<file path="src/rtl/ddr2_ring_buffer_param_if.sv">
// Bus bundle for the DDR2 read-capture ring buffer: capture, pop and status signals.
// The master side is the DDR2 read datapath / controller; the slave side is the buffer.
interface ddr2_ring_buffer_param_if #(
  parameter int unsigned DATA_W = 16,
  parameter int unsigned DEPTH  = 8
);
  logic                     listen;
  logic                     strobe;
  logic [DATA_W-1:0]        din;
  logic                     rd_en;
  logic                     clr_err;
  logic [DATA_W-1:0]        dout;
  logic                     dout_valid;
  logic [$clog2(DEPTH):0]   count;
  logic                     full;
  logic                     empty;
  logic                     busy;
  logic                     overflow;
  logic                     underflow;
  logic                     strobe_err;

  modport master (
    output listen, strobe, din, rd_en, clr_err,
    input  dout, dout_valid, count, full, empty, busy, overflow, underflow, strobe_err
  );

  modport slave (
    input  listen, strobe, din, rd_en, clr_err,
    output dout, dout_valid, count, full, empty, busy, overflow, underflow, strobe_err
  );
endinterface

</file>
<file path="src/rtl/ddr2_ring_buffer_param.sv">
// Parametrised DDR2 read-capture ring buffer: listen arms a BURST_LEN-beat capture qualified by
// strobe; words drain in order through a registered pop port with occupancy and sticky error flags.
module ddr2_ring_buffer_param #(
  parameter int unsigned DATA_W    = 16,
  parameter int unsigned DEPTH     = 8,
  parameter int unsigned BURST_LEN = 4
) (
  input logic                          clk,
  input logic                          reset,
  ddr2_ring_buffer_param_if.slave      bus
);

  localparam int unsigned PtrW = $clog2(DEPTH);
  localparam int unsigned CntW = PtrW + 1;

  typedef enum logic [1:0] {StIdle, StArmed, StCapture} state_e;

  state_e              state_q, state_d;
  logic [PtrW-1:0]     wr_ptr_q, wr_ptr_d;
  logic [PtrW-1:0]     rd_ptr_q, rd_ptr_d;
  logic [CntW-1:0]     beat_q, beat_d;
  logic [CntW-1:0]     count_q, count_d;
  logic [DATA_W-1:0]   dout_q, dout_d;
  logic                dout_valid_q, dout_valid_d;
  logic                overflow_q, overflow_d;
  logic                underflow_q, underflow_d;
  logic                strobe_err_q, strobe_err_d;
  logic [DATA_W-1:0]   mem_q [DEPTH];

  logic pop, beat, wr, is_full, is_empty;

  always_comb begin
    is_full  = (count_q == CntW'(DEPTH));
    is_empty = (count_q == '0);
    pop      = bus.rd_en && !is_empty;
    beat     = bus.strobe && (state_q != StIdle);
    // A pop in the same cycle frees the slot the beat needs, so a full store still accepts it.
    wr       = beat && (!is_full || pop);

    state_d      = state_q;
    beat_d       = beat_q;
    wr_ptr_d     = wr_ptr_q;
    rd_ptr_d     = rd_ptr_q;
    count_d      = count_q;
    dout_d       = dout_q;
    dout_valid_d = pop;

    unique case (state_q)
      StIdle: begin
        if (bus.listen) state_d = StArmed;
      end
      StArmed, StCapture: begin
        if (bus.strobe) begin
          if (beat_q == CntW'(BURST_LEN - 1)) begin
            state_d = StIdle;
            beat_d  = '0;
          end else begin
            state_d = StCapture;
            beat_d  = beat_q + CntW'(1);
          end
        end
      end
      default: state_d = StIdle;
    endcase

    if (wr) wr_ptr_d = wr_ptr_q + PtrW'(1);
    if (pop) begin
      rd_ptr_d = rd_ptr_q + PtrW'(1);
      dout_d   = mem_q[rd_ptr_q];
    end
    if (wr && !pop) count_d = count_q + CntW'(1);
    else if (pop && !wr) count_d = count_q - CntW'(1);

    // Set events take priority over clr_err.
    overflow_d   = (overflow_q && !bus.clr_err) || (beat && !wr);
    underflow_d  = (underflow_q && !bus.clr_err) || (bus.rd_en && is_empty);
    strobe_err_d = (strobe_err_q && !bus.clr_err) || (bus.strobe && (state_q == StIdle));
  end

  always_ff @(posedge clk or negedge reset) begin
    if (!reset) begin
      state_q      <= StIdle;
      beat_q       <= '0;
      wr_ptr_q     <= '0;
      rd_ptr_q     <= '0;
      count_q      <= '0;
      dout_q       <= '0;
      dout_valid_q <= 1'b0;
      overflow_q   <= 1'b0;
      underflow_q  <= 1'b0;
      strobe_err_q <= 1'b0;
    end else begin
      state_q      <= state_d;
      beat_q       <= beat_d;
      wr_ptr_q     <= wr_ptr_d;
      rd_ptr_q     <= rd_ptr_d;
      count_q      <= count_d;
      dout_q       <= dout_d;
      dout_valid_q <= dout_valid_d;
      overflow_q   <= overflow_d;
      underflow_q  <= underflow_d;
      strobe_err_q <= strobe_err_d;
    end
  end

  // Storage is not reset; the pointers define which entries are meaningful.
  always_ff @(posedge clk) begin
    if (wr) mem_q[wr_ptr_q] <= bus.din;
  end

  assign bus.dout       = dout_q;
  assign bus.dout_valid = dout_valid_q;
  assign bus.count      = count_q;
  assign bus.full       = is_full;
  assign bus.empty      = is_empty;
  assign bus.busy       = (state_q != StIdle);
  assign bus.overflow   = overflow_q;
  assign bus.underflow  = underflow_q;
  assign bus.strobe_err = strobe_err_q;

endmodule

</file>
<file path="src/flat_wrapper.sv">
// flat-port wrapper written by rule: the top's interface ports become plain ports
module ddr2_ring_buffer_param_flat 
#(
  parameter int unsigned DATA_W    = 16,
  parameter int unsigned DEPTH     = 8,
  parameter int unsigned BURST_LEN = 4
)
  (clk, reset, bus_listen, bus_strobe, bus_din, bus_rd_en, bus_clr_err, bus_dout, bus_dout_valid, bus_count, bus_full, bus_empty, bus_busy, bus_overflow, bus_underflow, bus_strobe_err);
  ddr2_ring_buffer_param_if #(.DATA_W(DATA_W), .DEPTH(DEPTH)) bus_i ();
  input logic clk;
  input logic reset;
  input wire logic [$bits(bus_i.listen)-1:0] bus_listen;
  input wire logic [$bits(bus_i.strobe)-1:0] bus_strobe;
  input wire logic [$bits(bus_i.din)-1:0] bus_din;
  input wire logic [$bits(bus_i.rd_en)-1:0] bus_rd_en;
  input wire logic [$bits(bus_i.clr_err)-1:0] bus_clr_err;
  output wire logic [$bits(bus_i.dout)-1:0] bus_dout;
  output wire logic [$bits(bus_i.dout_valid)-1:0] bus_dout_valid;
  output wire logic [$bits(bus_i.count)-1:0] bus_count;
  output wire logic [$bits(bus_i.full)-1:0] bus_full;
  output wire logic [$bits(bus_i.empty)-1:0] bus_empty;
  output wire logic [$bits(bus_i.busy)-1:0] bus_busy;
  output wire logic [$bits(bus_i.overflow)-1:0] bus_overflow;
  output wire logic [$bits(bus_i.underflow)-1:0] bus_underflow;
  output wire logic [$bits(bus_i.strobe_err)-1:0] bus_strobe_err;
  assign bus_i.listen = bus_listen;
  assign bus_i.strobe = bus_strobe;
  assign bus_i.din = bus_din;
  assign bus_i.rd_en = bus_rd_en;
  assign bus_i.clr_err = bus_clr_err;
  assign bus_dout = bus_i.dout;
  assign bus_dout_valid = bus_i.dout_valid;
  assign bus_count = bus_i.count;
  assign bus_full = bus_i.full;
  assign bus_empty = bus_i.empty;
  assign bus_busy = bus_i.busy;
  assign bus_overflow = bus_i.overflow;
  assign bus_underflow = bus_i.underflow;
  assign bus_strobe_err = bus_i.strobe_err;
  ddr2_ring_buffer_param #(.DATA_W(DATA_W), .DEPTH(DEPTH), .BURST_LEN(BURST_LEN)) u_core (.clk(clk), .reset(reset), .bus(bus_i));
endmodule
</file>
<file path="config.mk">
export PLATFORM = sky130hd
export DESIGN_NAME = ddr2_ring_buffer_param_flat
export DESIGN_NICKNAME = d
export VERILOG_FILES = /design/src/rtl/ddr2_ring_buffer_param_if.sv /design/src/rtl/ddr2_ring_buffer_param.sv /design/src/flat_wrapper.sv
export SDC_FILE = /design/constraint.sdc
export NUM_CORES = 1
export LEC_CHECK = 0
export BUFFER_PORTS_ARGS = -buffer_cell sky130_fd_sc_hd__buf_2
export CAP_MARGIN = 20
export CORE_MARGIN = 10
export CORE_UTILIZATION = 56
export DETAILED_ROUTE_END_ITERATION = 8
export GPL_TIMING_DRIVEN = 0
export PLACE_DENSITY_LB_ADDON = 0.05
export SYNTH_ARGS = -nofsm -noshare
export SYNTH_HDL_FRONTEND = slang
export SYNTH_SLANG_ARGS = --single-unit
</file>
<file path="constraint.sdc">
create_clock -name clk -period 3.89 [get_ports clk]
set_input_delay 0.5835 -clock clk [delete_from_list [all_inputs] [get_ports clk]]
set_output_delay 0.5835 -clock clk [all_outputs]
set_load 0.02 [all_outputs]
</file>
==> metrics.txt, run 1 <==
# TYPE chip_impl_metric gauge
chip_impl_info{name="post_synth_most_frequent_cells",value="128 x edfxtp_1, 38 x nand2_1, 36 x dfrtp_1"} 1
chip_impl_metric{name="yosys.area.top_type_share",unit=""} 0.585
chip_impl_info{name="synth_top_area_cell",value="edfxtp_1"} 1
chip_impl_metric{name="gp_congestion",unit=""} 0.769
chip_impl_info{name="synth_most_common_cell",value="edfxtp_1"} 1
chip_impl_metric{name="synthToLayoutAreaGrowth",unit="%"} 18.4
chip_impl_metric{name="floorplan.die.width",unit="um"} 128
chip_impl_info{name="worstReg2RegStart",value="u_core.bus.count[1]$_DFFE_PN0P_"} 1
chip_impl_info{name="clock_tree_from_tritoncts",value="done"} 1
chip_impl_info{name="clock_tree.root_cell",value="clkbuf_16"} 1
chip_impl_metric{name="post_cts.repair.setup_buffers",unit=""} 0
chip_impl_metric{name="setup_slack",unit="ns"} 0.740
chip_impl_metric{name="r2r_setup_slack",unit="ns"} 0.74
chip_impl_metric{name="mappedNetlistArea",unit="um2"} 6570
chip_impl_metric{name="placed_area",unit="um2"} 7160
chip_impl_metric{name="sequential_to_total_area_share_from_yosys_stat",unit=""} 0.722
chip_impl_metric{name="die-area",unit="um2"} 16500
chip_impl_metric{name="critical-path-max-stage-delay",unit="ns"} 0.48
chip_impl_info{name="post_synth_main_area_contributors",value="edfxtp_1 58%, dfrtp_1 14%, mux2i_1 5.2%"} 1
chip_impl_info{name="critical_path.cell_chain",value="nor4_2 -> nand2b_1 -> buf_2 -> buf_4 -> ha_1 -> inv_1 -> ha_1 -> a21o_1 -> a2111oi_0 -> o31ai_1"} 1
chip_impl_metric{name="detailroute.via_count",unit=""} 3685
chip_impl_metric{name="fill_cells",unit=""} 783
chip_impl_metric{name="achievable_freq",unit="MHz"} 317
chip_impl_metric{name="cts.sinks",unit=""} 164
chip_impl_metric{name="half_perimeter_wire_length_of_the_detailed_placement_result",unit="um"} 9070
chip_impl_metric{name="detail_route.iter0.violations",unit=""} 272
chip_impl_metric{name="report.final.slew_viol_count",unit=""} 0
chip_impl_info{name="timing.rr.end",value="u_core.bus.count[3]$_DFFE_PN0P_"} 1
chip_impl_metric{name="finalHoldViolCount",unit=""} 0
chip_impl_metric{name="post_cts.resized_instances",unit=""} 0
chip_impl_info{name="run_status",value="completed"} 1
chip_impl_info{name="worst_path_most_repeated_cell",value="ha_1"} 1
chip_impl_metric{name="insertion_delay",unit="ns"} 0.42
chip_impl_metric{name="maxCapViolations",unit=""} 0
chip_impl_metric{name="number_of_routed_nets_with_antenna_violations",unit=""} 0
chip_impl_metric{name="num_antenna_cells",unit=""} 0
chip_impl_metric{name="global_route.usage.total",unit=""} 0.174
chip_impl_metric{name="peak_supply_drop",unit="V"} 0.000466
chip_impl_metric{name="num_io_pins",unit=""} 49
chip_impl_metric{name="transition_time_at_the_pin_with_the_least_slew_margin",unit="ns"} 0.971
chip_impl_metric{name="cts-htree-levels",unit=""} 4
chip_impl_metric{name="yosys_warnings",unit=""} 0
chip_impl_metric{name="gr-total-overflow",unit=""} 0
chip_impl_metric{name="worst-endpoint-required",unit="ns"} 4.18
chip_impl_metric{name="place.port_buffers",unit=""} 48
chip_impl_info{name="grt_setup_unrepaired",value="no"} 1
chip_impl_metric{name="floorplan.core_area",unit="um2"} 11500
chip_impl_metric{name="pre_repair_dr_iteration_count",unit=""} 5
chip_impl_metric{name="num-nets-final",unit=""} 512
chip_impl_metric{name="die_h",unit="um"} 128
chip_impl_metric{name="async_reset_ff_frac",unit=""} 0.220
chip_impl_info{name="critPathCaptureType",value="flip-flop"} 1
chip_impl_info{name="slowest_stage",value="a2111oi_0"} 1
chip_impl_metric{name="initial_core_utilization",unit=""} 0.573
chip_impl_metric{name="timing.critical_path.arrival",unit="ns"} 3.44
chip_impl_metric{name="multi_input_comb_area",unit="um2"} 1680
chip_impl_metric{name="tritoncts.num_buffers",unit=""} 17
chip_impl_metric{name="ctsLongestPathBuffers",unit=""} 2
chip_impl_metric{name="antenna_found_initial",unit=""} 0
chip_impl_info{name="hold_class",value="in -> async"} 1
chip_impl_metric{name="cts_hold_repair.buffers",unit=""} 0
chip_impl_metric{name="wl_per_cell",unit="um"} 21.6
chip_impl_info{name="critPathKind",value="reg -> reg"} 1
chip_impl_metric{name="power_per_cell_area",unit="nW/um2"} 785
chip_impl_metric{name="fin_skew",unit="ns"} 0.00770
chip_impl_metric{name="clkSlewWorstSetupHoldPaths",unit="ns"} 0.06
chip_impl_metric{name="route.detailed.vias_per_inst",unit=""} 5.78
chip_impl_metric{name="grt_pass1_wl",unit="um"} 21500
chip_impl_metric{name="synthesis.nets",unit=""} 433
chip_impl_metric{name="syn-mean-instance-area",unit="um2"} 16.4
chip_impl_metric{name="placement_rows",unit=""} 39
chip_impl_info{name="start_kind",value="flip-flop"} 1
chip_impl_metric{name="netlist-cell-type-count",unit=""} 37
chip_impl_info{name="synthFlopType",value="edfxtp_1"} 1
chip_impl_metric{name="rr_worst_depth",unit=""} 10
chip_impl_metric{name="place_worst_setup_slack",unit="ns"} 0.722
chip_impl_metric{name="postSynthCellCount",unit=""} 402
chip_impl_metric{name="grt_pass1_vias",unit=""} 3850
chip_impl_metric{name="portion_of_the_clock_cycle_consumed_by_the_worst_path_in_the_final_layout",unit=""} 0.810
chip_impl_metric{name="grt_start_max_net_pins",unit=""} 37
chip_impl_metric{name="synth.ff_latch_count",unit=""} 164
chip_impl_metric{name="worst-path-max-fanout",unit=""} 10
chip_impl_metric{name="total_leakage_power",unit="nW"} 2.95
chip_impl_metric{name="relative_slew_slack",unit=""} 0.349
chip_impl_metric{name="register_area",unit="um2"} 4740
chip_impl_metric{name="setup_viol",unit=""} 0
chip_impl_metric{name="drive_gt1_frac",unit=""} 0.271
chip_impl_metric{name="post-route-cell-area",unit="um2"} 7780
chip_impl_metric{name="timing.final.crit_period",unit="ns"} 3.15
chip_impl_metric{name="drc_errors",unit=""} 0
chip_impl_metric{name="drt_wl_total",unit="um"} 13800
chip_impl_metric{name="synth_edf_count",unit=""} 128
registers in the layout, indices dropped and copies added, names as in the netlist:
name,flops
u_core.state_q,2
u_core.bus.strobe_err,1
u_core.bus.count,4
u_core.mem_q,128
u_core.beat_q,4
u_core.wr_ptr_q,3
u_core.bus.dout,16
u_core.bus.overflow,1
u_core.bus.underflow,1
u_core.rd_ptr_q,3
u_core.bus.dout_valid,1
layer usage:
layer  vias to the layer above  global-route usage  part of all wire
met3                        17              0.0439             0.059
li1                       1702                   -                 -
met2                       120               0.282              0.50
met1                      1846               0.220              0.43
met4                         0              0.0689             0.017
met5                         -                   0                 0
critical path: cells and delay by family, from the launching register on:
family / cells / cell delay (ns)
AOI/OAI and AO/OA: 3 / 0.84
buffers and inverters: 3 / 0.62
and+or+nand+nor: 2 / 0.56
adders and majority gates: 2 / 0.54
DFF: 1 / 0.46
report_power, final:
part	switching, W	total [W]	internal, W
clock network	0.000632	0.00173	0.00110
registers	0.000185	0.00239	0.00220
logic	0.00114	0.00199	0.000847
placed cells by master (no fill, tap or decap), types with 6 or more instances in the layout:
cell         n
mux2i_1     34
xnor2_1      7
buf_4        6
o21ai_1     16
o21ai_0      6
inv_1        8
buf_2       53
edfxtp_1   128
a221o_1     16
mux2_1      13
buf_6        8
clkbuf_1     6
nand2_1     38
dfrtp_1     36
mux2_2      21
o22ai_1     17
ha_1         8
clkbuf_16   17
worst max-delay path by stage:
stage,from,to,slack (ns),cells past startpoint
floorplan,u_core.bus.count[0]$_DFFE_PN0P_,u_core.mem_q[2][0]$_DFFE_PP_,0.65,3
global placement,u_core.state_q[0]$_DFFE_PN0P_,u_core.mem_q[2][2]$_DFFE_PP_,-1.19,5
detailed placement,u_core.bus.count[1]$_DFFE_PN0P_,u_core.bus.count[3]$_DFFE_PN0P_,0.72,10
CTS,u_core.bus.count[1]$_DFFE_PN0P_,u_core.bus.count[3]$_DFFE_PN0P_,0.70,10
global route,u_core.bus.count[1]$_DFFE_PN0P_,u_core.bus.count[3]$_DFFE_PN0P_,0.49,10
finish,u_core.bus.count[1]$_DFFE_PN0P_,u_core.bus.count[3]$_DFFE_PN0P_,0.74,10
cells by family (layout without fill, tap and decap cells):
| kind of cell | Yosys count | in the layout | synth area share |
|---|---|---|---|
| flip-flops | 164 | 164 | 0.722 |
| AO/OA/AOI/OAI | 62 | 62 | 0.0653 |
| multiplexers | 68 | 68 | 0.110 |
| AND/OR/NAND/NOR | 63 | 63 | 0.0459 |
| buffers and inverters | 29 | 121 | 0.0295 |
| XOR/XNOR | 7 | 7 | 0.00933 |
| adder cells (fa/ha/maj) | 9 | 9 | 0.0183 |
metrics by stage:
step / instances / TNS (ns) / hold slack (ns) / util / total power (W)
after floorplan: 402 / 0 / 0.288 / - / 0.00377
after global placement: 593 / -40.35 / 0.467 / 0.610 / 0.00432
after detailed placement: 605 / 0 / 0.471 / 0.625 / 0.00442
after CTS: 637 / 0 / 0.302 / 0.679 / 0.00615
after global routing: 637 / 0 / 0.341 / 0.679 / 0.00640
final: 637 / 0 / 0.283 / 0.679 / 0.00610
cell type report:
cell class / count / area share
clock buffer: 20 / 0.0587
multi-input combinational: 209 / 0.215
tap: 143 / 0.0230
buffer: 19 / 0.0201
clock inverter: 12 / 0.0206
sequential: 164 / 0.610
inverter: 10 / 0.00482
timing repair buffer: 60 / 0.0478
(Power assumes the default switching activity.)
==> inputs of run 2 (changes only) <==
--- a/config.mk
+++ b/config.mk
@@ -8,7 +8,7 @@
 export BUFFER_PORTS_ARGS = -buffer_cell sky130_fd_sc_hd__buf_2
 export CAP_MARGIN = 20
 export CORE_MARGIN = 10
-export CORE_UTILIZATION = 56
+export CORE_UTILIZATION = 54
 export DETAILED_ROUTE_END_ITERATION = 8
 export GPL_TIMING_DRIVEN = 0
 export PLACE_DENSITY_LB_ADDON = 0.05
==> constraint.sdc (replaced) <==
create_clock -name clk -period 2.8 [get_ports clk]
set_input_delay 0.42 -clock clk [delete_from_list [all_inputs] [get_ports clk]]
set_output_delay 0.42 -clock clk [all_outputs]
set_load 0.02 [all_outputs]
==> run 2 against run 1 <==
Wire length fell by 1.8%. Worst setup slack got worse by 0.59 ns. Largest cell class unchanged. Largest power group unchanged. Total power rose by 36%. Cell area rose by 0.11%. Clock power rose by 24%. Count of clock-buffer cells in the layout rose by 1. Combinational power rose by 43%.
==> metrics.txt, run 2 (synthesized netlist as in run 1, its figures left out) <==
# TYPE chip_impl_metric gauge
chip_impl_metric{name="ctsLongestPathBuffers",unit=""} 2
chip_impl_metric{name="placement_rows",unit=""} 40
chip_impl_metric{name="synthToLayoutAreaGrowth",unit="%"} 18.5
chip_impl_metric{name="timing.final.crit_period",unit="ns"} 2.65
chip_impl_metric{name="report.final.slew_viol_count",unit=""} 0
chip_impl_metric{name="num_io_pins",unit=""} 49
chip_impl_metric{name="num_antenna_cells",unit=""} 0
chip_impl_metric{name="post-place-cells",unit=""} 607
chip_impl_metric{name="largest_register_ffs",unit=""} 128
chip_impl_metric{name="worst-endpoint-required",unit="ns"} 3.09
chip_impl_metric{name="finish.utilization",unit=""} 0.651
chip_impl_metric{name="maxCapViolations",unit=""} 0
chip_impl_metric{name="drt_wl_total",unit="um"} 13500
chip_impl_metric{name="floorplan.core_area",unit="um2"} 12000
chip_impl_info{name="clock_tree_from_tritoncts",value="done"} 1
chip_impl_metric{name="die-area",unit="um2"} 17000
chip_impl_metric{name="grt_pass1_wl",unit="um"} 21000
chip_impl_metric{name="cts_hold_repair.buffers",unit=""} 0
chip_impl_metric{name="transition_time_at_the_pin_with_the_least_slew_margin",unit="ns"} 0.885
chip_impl_metric{name="tritoncts.num_buffers",unit=""} 17
chip_impl_metric{name="cts-htree-levels",unit=""} 4
chip_impl_info{name="grt.busiest_layer",value="met2"} 1
chip_impl_metric{name="peak_supply_drop",unit="V"} 0.000673
chip_impl_metric{name="grt.met3_usage",unit=""} 0.0491
chip_impl_info{name="clock_tree.root_cell",value="clkbuf_16"} 1
chip_impl_info{name="final_common_cell",value="edfxtp_1"} 1
chip_impl_metric{name="achievable_freq",unit="MHz"} 377
chip_impl_metric{name="drive_gt1_frac",unit=""} 0.275
chip_impl_metric{name="groute.layer.met2.usage",unit=""} 0.271
chip_impl_metric{name="number_of_routed_nets_with_antenna_violations",unit=""} 0
chip_impl_metric{name="timing.critical_path.arrival",unit="ns"} 2.95
chip_impl_info{name="run_status",value="completed"} 1
chip_impl_metric{name="initial_core_utilization",unit=""} 0.550
chip_impl_metric{name="pre_repair_dr_iteration_count",unit=""} 4
chip_impl_metric{name="insertion_delay",unit="ns"} 0.42
chip_impl_metric{name="relative_slew_slack",unit=""} 0.410
chip_impl_metric{name="multi_input_comb_area",unit="um2"} 1770
chip_impl_metric{name="total_leakage_power",unit="nW"} 2.91
chip_impl_metric{name="gr-total-overflow",unit=""} 0
chip_impl_metric{name="floorplan.die.width",unit="um"} 130
chip_impl_info{name="hold_class",value="in -> async"} 1
chip_impl_metric{name="half_perimeter_wire_length_of_the_detailed_placement_result",unit="um"} 9110
chip_impl_metric{name="gp_congestion",unit=""} 0.747
chip_impl_metric{name="register_area",unit="um2"} 4750
chip_impl_metric{name="global_route.usage.total",unit=""} 0.170
chip_impl_metric{name="power_per_cell_area",unit="nW/um2"} 1070
chip_impl_metric{name="detail_route.iter0.violations",unit=""} 196
chip_impl_info{name="critPathKind",value="reg -> reg"} 1
chip_impl_metric{name="detailroute.via_count",unit=""} 3605
chip_impl_info{name="start_kind",value="flip-flop"} 1
chip_impl_metric{name="num-nets-final",unit=""} 509
chip_impl_metric{name="met1_usage",unit=""} 0.221
chip_impl_metric{name="place.port_buffers",unit=""} 48
chip_impl_metric{name="cts.sinks",unit=""} 164
chip_impl_metric{name="rr_worst_depth",unit=""} 11
chip_impl_metric{name="fin_skew",unit="ns"} 0.00787
chip_impl_metric{name="finalHoldViolCount",unit=""} 0
chip_impl_metric{name="grt_start_max_net_pins",unit=""} 37
chip_impl_metric{name="die_h",unit="um"} 130
chip_impl_metric{name="grt_pass1_vias",unit=""} 3640
chip_impl_metric{name="antenna_found_initial",unit=""} 0
chip_impl_metric{name="setup_viol",unit=""} 0
chip_impl_metric{name="instances_no_fill",unit=""} 638
chip_impl_metric{name="finalSetupTns",unit="ns"} 0
chip_impl_metric{name="drc_errors",unit=""} 0
chip_impl_info{name="largest_register",value="u_core.mem_q"} 1
chip_impl_metric{name="clkSlewWorstSetupHoldPaths",unit="ns"} 0.06
chip_impl_metric{name="portion_of_the_clock_cycle_consumed_by_the_worst_path_in_the_final_layout",unit=""} 0.947
chip_impl_metric{name="worst-path-max-fanout",unit=""} 6
chip_impl_info{name="critPathCaptureType",value="flip-flop"} 1
chip_impl_metric{name="fill_cells",unit=""} 839
chip_impl_info{name="most-common-layout-cells",value="128 x edfxtp_1, 52 x buf_2, 38 x nand2_1, 34 x mux2i_1, 34 x dfrtp_1"} 1
chip_impl_metric{name="wl_per_cell",unit="um"} 21.2
chip_impl_metric{name="route.detailed.vias_per_inst",unit=""} 5.65
## run 2: power breakdown
group	leakage (nW)	total, W	internal (W)	switching (W)
Clock	0.253	0.00214	0.00123	0.000915
Sequential	1.59	0.00335	0.00306	0.000283
Combinational	1.06	0.00285	0.00122	0.00162
## run 2: worst paths after layout
check | from | end | slack (ns)
max in group asynchronous | reset | u_core.bus.count[0]$_DFFE_PN0P_ | 2.07
setup reg to reg | u_core.state_q[0]$_DFFE_PN0P_ | u_core.bus.count[3]$_DFFE_PN0P_ | 0.15
hold / removal | reset | u_core.bus.count[3]$_DFFE_PN0P_ | 0.12
setup / recovery | u_core.state_q[0]$_DFFE_PN0P_ | u_core.bus.count[3]$_DFFE_PN0P_ | 0.15
min in group clk | bus_clr_err | u_core.bus.overflow$_DFF_PN0_ | 0.23
hold reg to reg | u_core.bus.dout[9]$_DFFE_PN0P_ | u_core.bus.dout[9]$_DFFE_PN0P_ | 0.49
## run 2: per-stage QoR
step / area (um2) / worst slack (ns) / total power [W] / hold slack, ns
3_5_place_dp: 7200 / -0.176 / 0.00622 / 0.472
3_3_place_gp: 7040 / -1.22 / 0.00604 / 0.465
4_1_cts: 7750 / 0.0498 / 0.00838 / 0.139
5_1_grt: 7790 / -0.0155 / 0.00880 / 0.186
2_1_floorplan: 6620 / 0.00508 / 0.00528 / 0.124
6_report: 7790 / 0.148 / 0.00833 / 0.121
## run 2: timing repair
action / CTS / global route
setup buffers: 0 / 0
endpoints found under the hold margin: 0 / 0
setup endpoints to repair: 1 / 1
resized for setup: 5 / 5
## run 2: area by class of cell
type	count	share of cell area
Sequential cell	164	0.609
Multi-Input combinational cell	209	0.227
Clock buffer	21	0.0565
Timing Repair Buffer	58	0.0458
Tap cell	147	0.0236
Buffer	18	0.0199
Clock inverter	11	0.0133
Inverter	10	0.00482
## run 2: per-layer routing
metal  vias up  routed length, um
met4         0                178
li1       1704                  -
met5         -                  0
met2        78               6570
met1      1805               6050
met3        18                709
## run 2: critical path, cell delays in order, from the launching register on
cell	delay, ns
dfrtp_1	0.37
inv_1	0.05
ha_1	0.24
nand2b_1	0.20
a21o_4	0.25
inv_2	0.13
ha_4	0.18
inv_1	0.11
ha_1	0.29
a21o_1	0.24
a2111oi_4	0.35
o31ai_1	0.12
